**config.mk**
```make
export PLATFORM = sky130hd
export DESIGN_NAME = fib_stream_gen
export DESIGN_NICKNAME = d
export VERILOG_FILES = /design/src/rtl/fib_stream_gen.sv
export SDC_FILE = /design/constraint.sdc
export NUM_CORES = 1
export LEC_CHECK = 0
export ABC_AREA = 0
export CAP_MARGIN = 20
export CORE_MARGIN = 4
export CORE_UTILIZATION = 44
export DETAILED_ROUTE_END_ITERATION = 6
export MAX_ROUTING_LAYER = met4
export PLACE_DENSITY = 0.72
export SLEW_MARGIN = 25
export SYNTH_ARGS = -nofsm -noshare
export SYNTH_HDL_FRONTEND = slang
export SYNTH_SLANG_ARGS = --single-unit
export TNS_END_PERCENT = 50
```
**constraint.sdc**
```tcl
create_clock -name clk -period 2.7 [get_ports clk]
set_clock_uncertainty 0.1 [all_clocks]
set_input_delay 0.54 -clock clk [delete_from_list [all_inputs] [get_ports clk]]
set_output_delay 0.54 -clock clk [all_outputs]
set_load 0.02 [all_outputs]
```
**src/rtl/fib_stream_gen.sv**
```systemverilog
// Additive-recurrence (Fibonacci-style) term generator with a valid/ready output stream.
// Define FIB_STREAM_GEN_SAT_EN to saturate terms at 2^W-1 instead of wrapping modulo 2^W.
module fib_stream_gen #(
  parameter int             W         = 8,
  parameter logic [W-1:0]   SEED0     = '0,
  parameter logic [W-1:0]   SEED1     = W'(1),
  parameter int             MAX_TERMS = 16
) (
  input  logic                                       clk,
  input  logic                                       rst,
  input  logic                                       start,
  input  logic                                       load,
  input  logic [W-1:0]                               seed0_in,
  input  logic [W-1:0]                               seed1_in,
  output logic                                       out_valid,
  input  logic                                       out_ready,
  output logic [W-1:0]                               out_data,
  output logic [((MAX_TERMS > 1) ? $clog2(MAX_TERMS) : 1)-1:0] term_idx,
  output logic                                       overflow,
  output logic                                       done
);

  // state  | meaning
  // S_IDLE | waiting for start or load, no term presented
  // S_RUN  | presenting term a at index idx
  // S_DONE | run complete, waiting for start or load
  localparam int IDX_W = (MAX_TERMS > 1) ? $clog2(MAX_TERMS) : 1;

  localparam logic [1:0] S_IDLE = 2'd0;
  localparam logic [1:0] S_RUN  = 2'd1;
  localparam logic [1:0] S_DONE = 2'd2;

  logic [1:0]     state;
  logic [W-1:0]   a;
  logic [W-1:0]   b;
  logic [IDX_W-1:0] idx;
  logic           ovf;
  logic [W:0]     sum;
  logic [W-1:0]   b_next;
  logic           hs;
  logic           last;

  assign sum  = {1'b0, a} + {1'b0, b};
  assign hs   = (state == S_RUN) && out_ready;
  assign last = (idx == IDX_W'(MAX_TERMS - 1));

`ifdef FIB_STREAM_GEN_SAT_EN
  assign b_next = sum[W] ? {W{1'b1}} : sum[W-1:0];
`else
  assign b_next = sum[W-1:0];
`endif

  always_ff @(posedge clk or negedge rst) begin
    if (!rst) begin
      state <= S_IDLE;
      a     <= SEED0;
      b     <= SEED1;
      idx   <= '0;
      ovf   <= 1'b0;
    end else if (load) begin
      // load wins over start and over a same-cycle handshake
      state <= S_RUN;
      a     <= seed0_in;
      b     <= seed1_in;
      idx   <= '0;
      ovf   <= 1'b0;
    end else if (start && (state != S_RUN)) begin
      state <= S_RUN;
      a     <= SEED0;
      b     <= SEED1;
      idx   <= '0;
      ovf   <= 1'b0;
    end else if (hs) begin
      if (last) begin
        state <= S_DONE;
      end else begin
        a   <= b;
        b   <= b_next;
        idx <= idx + 1'b1;
        ovf <= ovf | sum[W];
      end
    end
  end

  assign out_valid = (state == S_RUN);
  assign done      = (state == S_DONE);
  assign out_data  = a;
  assign term_idx  = idx;
  assign overflow  = ovf;

endmodule
```
### After elaboration in Yosys (flattened, before gate mapping)

Cells that the tools add are included.

* logic and storage cells: 39
* bits in read-only memories: 0
* bits in registers: 23
* bits of input ports: 21
* output and inout bits: 15
* RAM bits: 0
* memories kept: 0
* bits in latches: 0

* shift-type cells: 0
* magnitude comparators: 0
* eq/ne operators: 5
* $add $sub $neg: 2
* bitwise gates (word level): 1
* multipliers: 0
* reduce and logical (&&, ||, !) cells: 6
* divide/modulo/power cells: 0
* mux-type cells: 20

Operator list (number)
* 8-bit two-way mux: 8
* 4-bit two-way mux: 4
* 8-bit by 8-bit adder with 9-bit output: 1
* 2-bit two-way mux: 4
* 3-bit nonzero test: 2
* 4-bit by 1-bit adder with 4-bit output, second input constant: 1
* 4-bit equality test, second input constant: 1
* 1-bit two-way mux: 4
* 2-bit AND reduction: 2
* 3-bit by 2-bit != test with 1-bit output, second input constant: 1
* 2-bit by 1-bit equality test with 1-bit output, second input constant: 1
* 2-bit equality test, second input constant: 1
* 1-bit logical AND: 2
* 2-bit by 1-bit != test with 1-bit output, second input constant: 1
* 1-bit bitwise OR: 1

### Logic depth before layout (Yosys ltp)

Gate-level depths: netlist of the first run.

* word-level depth: 6
* depth in mapped cells: 8
* depth with buffers taken out: 8

### Worst setup path after synthesis of the first run

OpenSTA, ideal clock, no wires.

* path type: register to register
* start point: reg b[0]
* end point: reg b[6]
* buffers on the path: 0
* period minus slack after synthesis: 2.023 ns
* slack: 0.677 ns
* library setup time: 0.131 ns
* required time: 2.469 ns
* arrival time: 1.791 ns
* stages on the path, launching flop included: 9
* cell sequence: dfstp_2 > ha_1 > inv_1 > fa_1 > nor2b_4 > o31ai_4 > a21oi_2 > and4_4 > nor4_1

* cells in the longest elaborated chain, start to end: 5

RTL lines
* start, declared: line 35 `logic [W-1:0] b;`
* start signal, assigned: line 64 `b <= seed1_in;`
* start signal, assigned: line 78 `b <= b_next;`
* 8-bit by 8-bit adder with 9-bit output: line 43 `assign sum = {1'b0, a} + {1'b0, b};`
* 8-bit two-way mux: line 74 `if (last) begin`
* 8-bit two-way mux: line 73 `end else if (hs) begin`
* 8-bit two-way mux: line 67 `end else if (start && (state != S_RUN)) begin`
* 8-bit two-way mux: line 60 `end else if (load) begin`

No other way between the ends. The select of a mux whose other input is x is not followed.
A chain may end at the register's enable or synchronous reset.

### Worst setup path in the final report of the first run

* start point: reg state[1]
* end point: out out_valid

* cells in the longest elaborated chain, start to end: 1

RTL lines
* start, declared: line 33 `logic [1:0] state;`
* start signal, assigned: line 55 `state <= S_IDLE;`
* start signal, assigned: line 62 `state <= S_RUN;`
* start signal, assigned: line 68 `state <= S_RUN;`
* 2-bit by 1-bit equality test with 1-bit output: line 85 `assign out_valid = (state == S_RUN);`
* end, declared: line 15 `output logic out_valid,`

No other way between the ends.

==> results of run 1 <==
cells in the final DEF, fill, tap and decap left out, drive strengths merged:
| cell type | instances |
|---|---|
| clkdlybuf4s50 | 35 |
| a21oi | 23 |
| dfrtp | 22 |
| nor2 | 22 |
| nand2 | 19 |
| o21ai | 12 |
| ha | 9 |
| buf | 5 |
| nand3 | 4 |
| inv | 4 |
| clkbuf | 4 |
| nor2b | 4 |
| xor2 | 3 |
| a21o | 2 |
| nand3b | 2 |
| a22oi | 2 |
| o21a | 2 |
| a211oi | 2 |
| nand4 | 2 |
| xnor2 | 2 |
| a211o | 2 |
| nand2b | 1 |
| o31ai | 1 |
| nor4b | 1 |
| and4 | 1 |
| nor4 | 1 |
| o211ai | 1 |
| mux2i | 1 |
| a22o | 1 |
| a41o | 1 |
| and2 | 1 |
| a21boi | 1 |
| o22ai | 1 |
| fa | 1 |
| dfstp | 1 |
sequential cells by signal, summed over array words and instances (netlist names):
register  flops
term_idx      4
out_data      8
overflow      1
b             8
state         2
routing by layer:
metal / share of wire / GRT usage / vias up
met5: 0 / - / -
li1: - / - / 632
met4: 0.026 / 0.0933 / 0
met1: 0.43 / 0.240 / 624
met2: 0.47 / 0.309 / 50
met3: 0.070 / 0.0325 / 12
worst min path at each step:
stage	end	slack, ns	depth (start not counted)
after global placement	b[0]$_DFFE_PN1P_	0.38	2
after CTS	b[0]$_DFFE_PN1P_	0.40	2
after floorplan	b[1]$_DFFE_PN0P_	0.14	0
final	b[0]$_DFFE_PN1P_	0.40	2
after global routing	b[0]$_DFFE_PN1P_	0.43	2
after detailed placement	b[0]$_DFFE_PN1P_	0.38	2
area by class of cell:
type                    instances  area (µm²)  share of cell area
well taps                      44        55.1              0.0292
inverters                       4        15.0             0.00797
flip-flops and latches         23         577               0.306
clock buffers                   4        26.3              0.0140
repair buffers                 40         388               0.206
multi-input cells             125         822               0.437
metrics by stage:
step	hold WS, ns	utilization	instance area [µm²]
global route	0.428	0.602	1880
floorplan	0.144	-	1470
global placement	0.375	0.594	1860
CTS	0.401	0.602	1880
detailed placement	0.382	0.594	1860
finish	0.402	0.602	1880
power by group:
| group | switching, mW | total, mW | internal (mW) |
|---|---|---|---|
| combinational | 0.224 | 0.437 | 0.213 |
| sequential | 0.0376 | 0.429 | 0.391 |
| clock | 0.107 | 0.165 | 0.0578 |
kinds of logic after synthesis:
| kind of cell | after synthesis |
|---|---|
| fa+ha+maj | 10 |
| simple gates | 58 |
| compound gates | 51 |
| flops | 23 |
| mux | 1 |
| xor+xnor | 5 |
| buf+inv | 11 |
worst max-delay path, stage by stage, from the launching register on:
cell             delay [ns]
dfrtp_1                0.42
nand2b_2               0.22
inv_2                  0.07
clkdlybuf4s50_1        0.60
==> results.toml, run 1 <==
[run_status]
outcome = "completed"

[floorplanning]
dieArea_um2 = 4320
chipHeight_um = 65.7
coreArea_um2 = 3130
io_pins = 36
start_util = 0.468
rows = 20
die_x_um = 65.7

[routing]
wl_per_cell_um = 14.7
first_pass_iters = 4
vias_per_cell = 5.49
wl_um = 3530
antenna_left = 0
drt-initial-drc-count = 91
drc = 0
via_count = 1318

[logic_synthesis]
yosysUniqueCellTypes = 42
synth_seq_cells = 23
postSynthAreaPerCell_um2 = 9.21
yosys.area_share.adder = 0.0905
synthMuxAreaShare = 0.00683
yosysMostFrequentCell = "dfrtp_1"
ys_seq_area_frac = 0.394
yosys.area.top_type = "dfrtp_1"
synthTopCellsByCount = "22 x dfrtp_1, 21 x nor2_1, 20 x a21oi_1"
synth-edff-count = 0
synth_xor_area_frac = 0.0299
syn_inst = 159
synth_top_family_by_area = "compound AO/OA/AOI/OAI gates"
ys.flop_type = "dfrtp_1"
async_flop_share = 1.00
yosys-top-cells-area = "dfrtp_1 38%, ha_1 7.7%, a21oi_1 6.8%, nor2_1 5.4%, nand2_1 4.9%"
synth_top_area_share = 0.376
syn_nets = 190
yosysWarnings = 0
synth_compound_area_frac = 0.236
synth-simple-area-share = 0.198
netlist_area_um2 = 1470

[placement]
dp_slack_ns = 0.407
routabilityCongestion = 0.895
portBuffers = 35
hpwlAfterDp_um = 2640
place_inst = 236

[critical_path]
required_ns = 2.06
reg2regPathDepth = 8
r2r_start = "b[0]$_DFFE_PN1P_"
worstReg2RegEnd = "b[6]$_DFFE_PN0P_"
cp_max_fo = 4
startpoint = "state[1]$_DFFE_PN0P_"
r2r_slack_ns = 0.45
critPathArrivalTime_ns = 1.63
crit_path_end_kind = "output port"
worstSetupPathType = "reg2out"
crit_end = "out_valid"
worstSetupStartpointType = "register"

[global_routing]
grt_max_degree = 24
grt_antenna_before_repair = 0
grt_pass1_vias = 1453
track_usage = 0.194
overflow = 0
grt_pass1_wl_um = 6380

[timing]
rsz0062_at_grt = "no"
fin_setup_tns_ns = 0
setup_viol = 0
finalWorstSetupSlack_ns = 0.433
period_share = 0.840
worstMarginPinSlew_ns = 0.462
final_hold_viol_count = 0
slew_viol_final = 0
min_period_ns = 2.27
fmax_ghz = 0.441
maxSlewHeadroom = 0.691

[clock_tree]
numCtsBuffers = 3
cts_root_buffer = "clkbuf_4"
cts.sinks = 23
clk_pin_slew_ns = 0.12
h-tree-depth = 1
cts_resized = 0
holdBufCountCts = 0
cts_tree = "built"
cts_setup_buffers = 0
insertion_delay_ns = 0.32
cts_buffer_depth = 2

[worst_hold_path]
hp-start = "b[0]$_DFFE_PN1P_"
hold_class = "reg2reg"

[cells_and_area]
finalNetCount = 228
drive_gt1_frac = 0.122
fillCellCount = 289
num_antenna_cells = 0
stdcell_count = 240
syn_to_final_growth_pct = 28.5

[power]
total_power_mw = 1.03
power_leakage_nw = 0.810
ir_drop_uv = 284
power.density_nw_per_um2 = 547

[run]
cap_violations = 0
No activity file was read; power rests on OpenSTA's default activity.
==> run 2: changes to the inputs <==
- clock period: 2.7 -> 2.1 ns (I/O delays scaled with it)
==> run 2 against run 1 <==
Worst setup slack lost 0.38 ns; via count decreased by 0.46%; clock power increased by 27%; routed wire length increased by 3.9%; global-route usage is 0.12 points higher; combinational power increased by 34%; sequential share of layout area decreased by 1.1 points; non-clock buffer count up 6; final cell count is 2.5% higher; critical path type is now reg2reg; largest power group unchanged.
==> results.toml, run 2 (synthesis gave the netlist of run 1 again) <==
[power]
total_power_mw = 1.35
power_frac_comb = 0.434
power.density_nw_per_um2 = 689
internal-power_uw = 863
pwr-share-seq = 0.410
ir_drop_uv = 314
power_leakage_nw = 0.860
p_sw_frac = 0.359
p_sw_uw = 483
clockPowerShare = 0.155

[placement]
routabilityCongestion = 0.854
portBuffers = 35
hpwlAfterDp_um = 2720
place_inst = 241

[floorplanning]
io_pins = 36
start_util = 0.468
coreArea_um2 = 3130
dieArea_um2 = 4320
rows = 20
die_x_um = 65.7
chipHeight_um = 65.7

[timing]
fmax_ghz = 0.488
maxSlewHeadroom = 0.795
final_hold_viol_count = 0
min_period_ns = 2.05
period_share = 0.975
worstMarginPinSlew_ns = 0.308
slew_viol_final = 0
whs_ns = 0.339
setup_viol = 0
rsz0062_at_grt = "yes"

[routing]
vias_per_cell = 5.33
via_count = 1312
wl_um = 3670
first_pass_iters = 4
drc = 0
antenna_left = 0
wl_per_cell_um = 14.9
drt-initial-drc-count = 51

[critical_path]
r2r_start = "b[0]$_DFFE_PN1P_"
cp_max_fo = 3
slowest_stage = "dfstp_2"
crit_end = "b[6]$_DFFE_PN0P_"
worstReg2RegEnd = "b[6]$_DFFE_PN0P_"
r2r_slack_ns = 0.05
crit_path_end_kind = "register"
cpPeakStageDelay_ns = 0.58
crit_path_cell_trace = "ha_4 -> inv_2 -> fa_2 -> nor2b_4 -> o31ai_4 -> a21oi_2 -> and4_4 -> nor4_1"
required_ns = 2.22
reg2regPathDepth = 8
worstSetupStartpointType = "register"
worstSetupPathType = "reg2reg"
critPathArrivalTime_ns = 2.17
startpoint = "b[0]$_DFFE_PN1P_"

[cells_and_area]
drive_gt1_frac = 0.173
num_antenna_cells = 0
syn_to_final_growth_pct = 33.2
stdcell_count = 246
finalNetCount = 234
final_cell_mix = "33 x clkdlybuf4s50_1, 22 x dfrtp_1, 21 x nor2_1, 20 x a21oi_1, 19 x nand2_1"
final_common_cell = "clkdlybuf4s50_1"
fillCellCount = 279

[run_status]
outcome = "completed"

[global_routing]
track_usage = 0.196
grt_pass1_wl_um = 6380
grt_pass1_vias = 1395
grt_max_degree = 24
grt_antenna_before_repair = 0
overflow = 0

[clock_tree]
cts_tree = "built"
cts.sinks = 23
insertion_delay_ns = 0.32
holdBufCountCts = 0
cts_root_buffer = "clkbuf_4"
cts_buffer_depth = 2
clk_pin_slew_ns = 0.13
numCtsBuffers = 3
h-tree-depth = 1

[run]
cap_violations = 0

[worst_hold_path]
hold_class = "in2async"
==> run 2: metal layers <==
layer	GRT usage	routed length [µm]
met2	0.329	1800
met1	0.245	1690
met3	0.0291	122
met5	-	0
met4	0.0518	53
==> run 2: critical path: cells and delay by family (launching register included) <==
| kind | cells | cell delay, ns |
|---|---|---|
| DFF | 1 | 0.58 |
| buffers and inverters | 1 | 0.04 |
| adders and majority gates | 2 | 0.52 |
| AOI/OAI and AO/OA | 2 | 0.28 |
| and+or+nand+nor | 3 | 0.43 |
==> run 2: stage by stage <==
step,util,cell area [µm²],setup slack [ns],TNS [ns]
finish,0.624,1950,0.0524,0
global route,0.624,1950,-0.0666,-0.0666
CTS,0.615,1920,0.0138,0
detailed placement,0.606,1890,-0.0454,-0.0454
global placement,0.606,1890,0.0223,0
floorplan,-,1470,0.0774,0
==> run 2: final cells by class <==
| type | instances | area (µm²) | area share |
|---|---|---|---|
| clock buffers | 3 | 22.5 | 0.0115 |
| repair buffers | 46 | 434 | 0.222 |
| inverters | 4 | 15.0 | 0.00769 |
| well taps | 44 | 55.1 | 0.0282 |
| clock inverters | 1 | 5.00 | 0.00256 |
| multi-input cells | 125 | 843 | 0.432 |
| flip-flops and latches | 23 | 577 | 0.296 |
==> run 2: power by group through the flow <==
stage	clock (mW)	combinational, mW	sequential (mW)
finish	0.209	0.584	0.552
global route	0.239	0.646	0.561
CTS	0.221	0.575	0.551
detailed placement	0	0.564	0.559
global placement	0	0.554	0.556
floorplan	0	0.358	0.584
==> run 2: how the worst min path moves through the flow <==
| stage | from | to | slack (ns) | cells after the start |
|---|---|---|---|---|
| 2_1_floorplan | rst | b[1]$_DFFE_PN0P_ | 0.02 | 0 |
| 3_5_place_dp | b[0]$_DFFE_PN1P_ | b[0]$_DFFE_PN1P_ | 0.37 | 2 |
| 4_1_cts | rst | state[0]$_DFFE_PN0P_ | 0.34 | 2 |
| 3_3_place_gp | b[0]$_DFFE_PN1P_ | b[0]$_DFFE_PN1P_ | 0.37 | 2 |
| 6_report | rst | out_data[6]$_DFFE_PN0P_ | 0.34 | 2 |
| 5_1_grt | rst | out_data[6]$_DFFE_PN0P_ | 0.35 | 2 |
==> run 2: timing repair <==
item                                   4_1_cts  5_1_grt
pin swaps                                    0        5
setup endpoints to repair                    2        2
endpoints found under the hold margin        0        0
buffers inserted                             0        1
resized for setup                            2        5
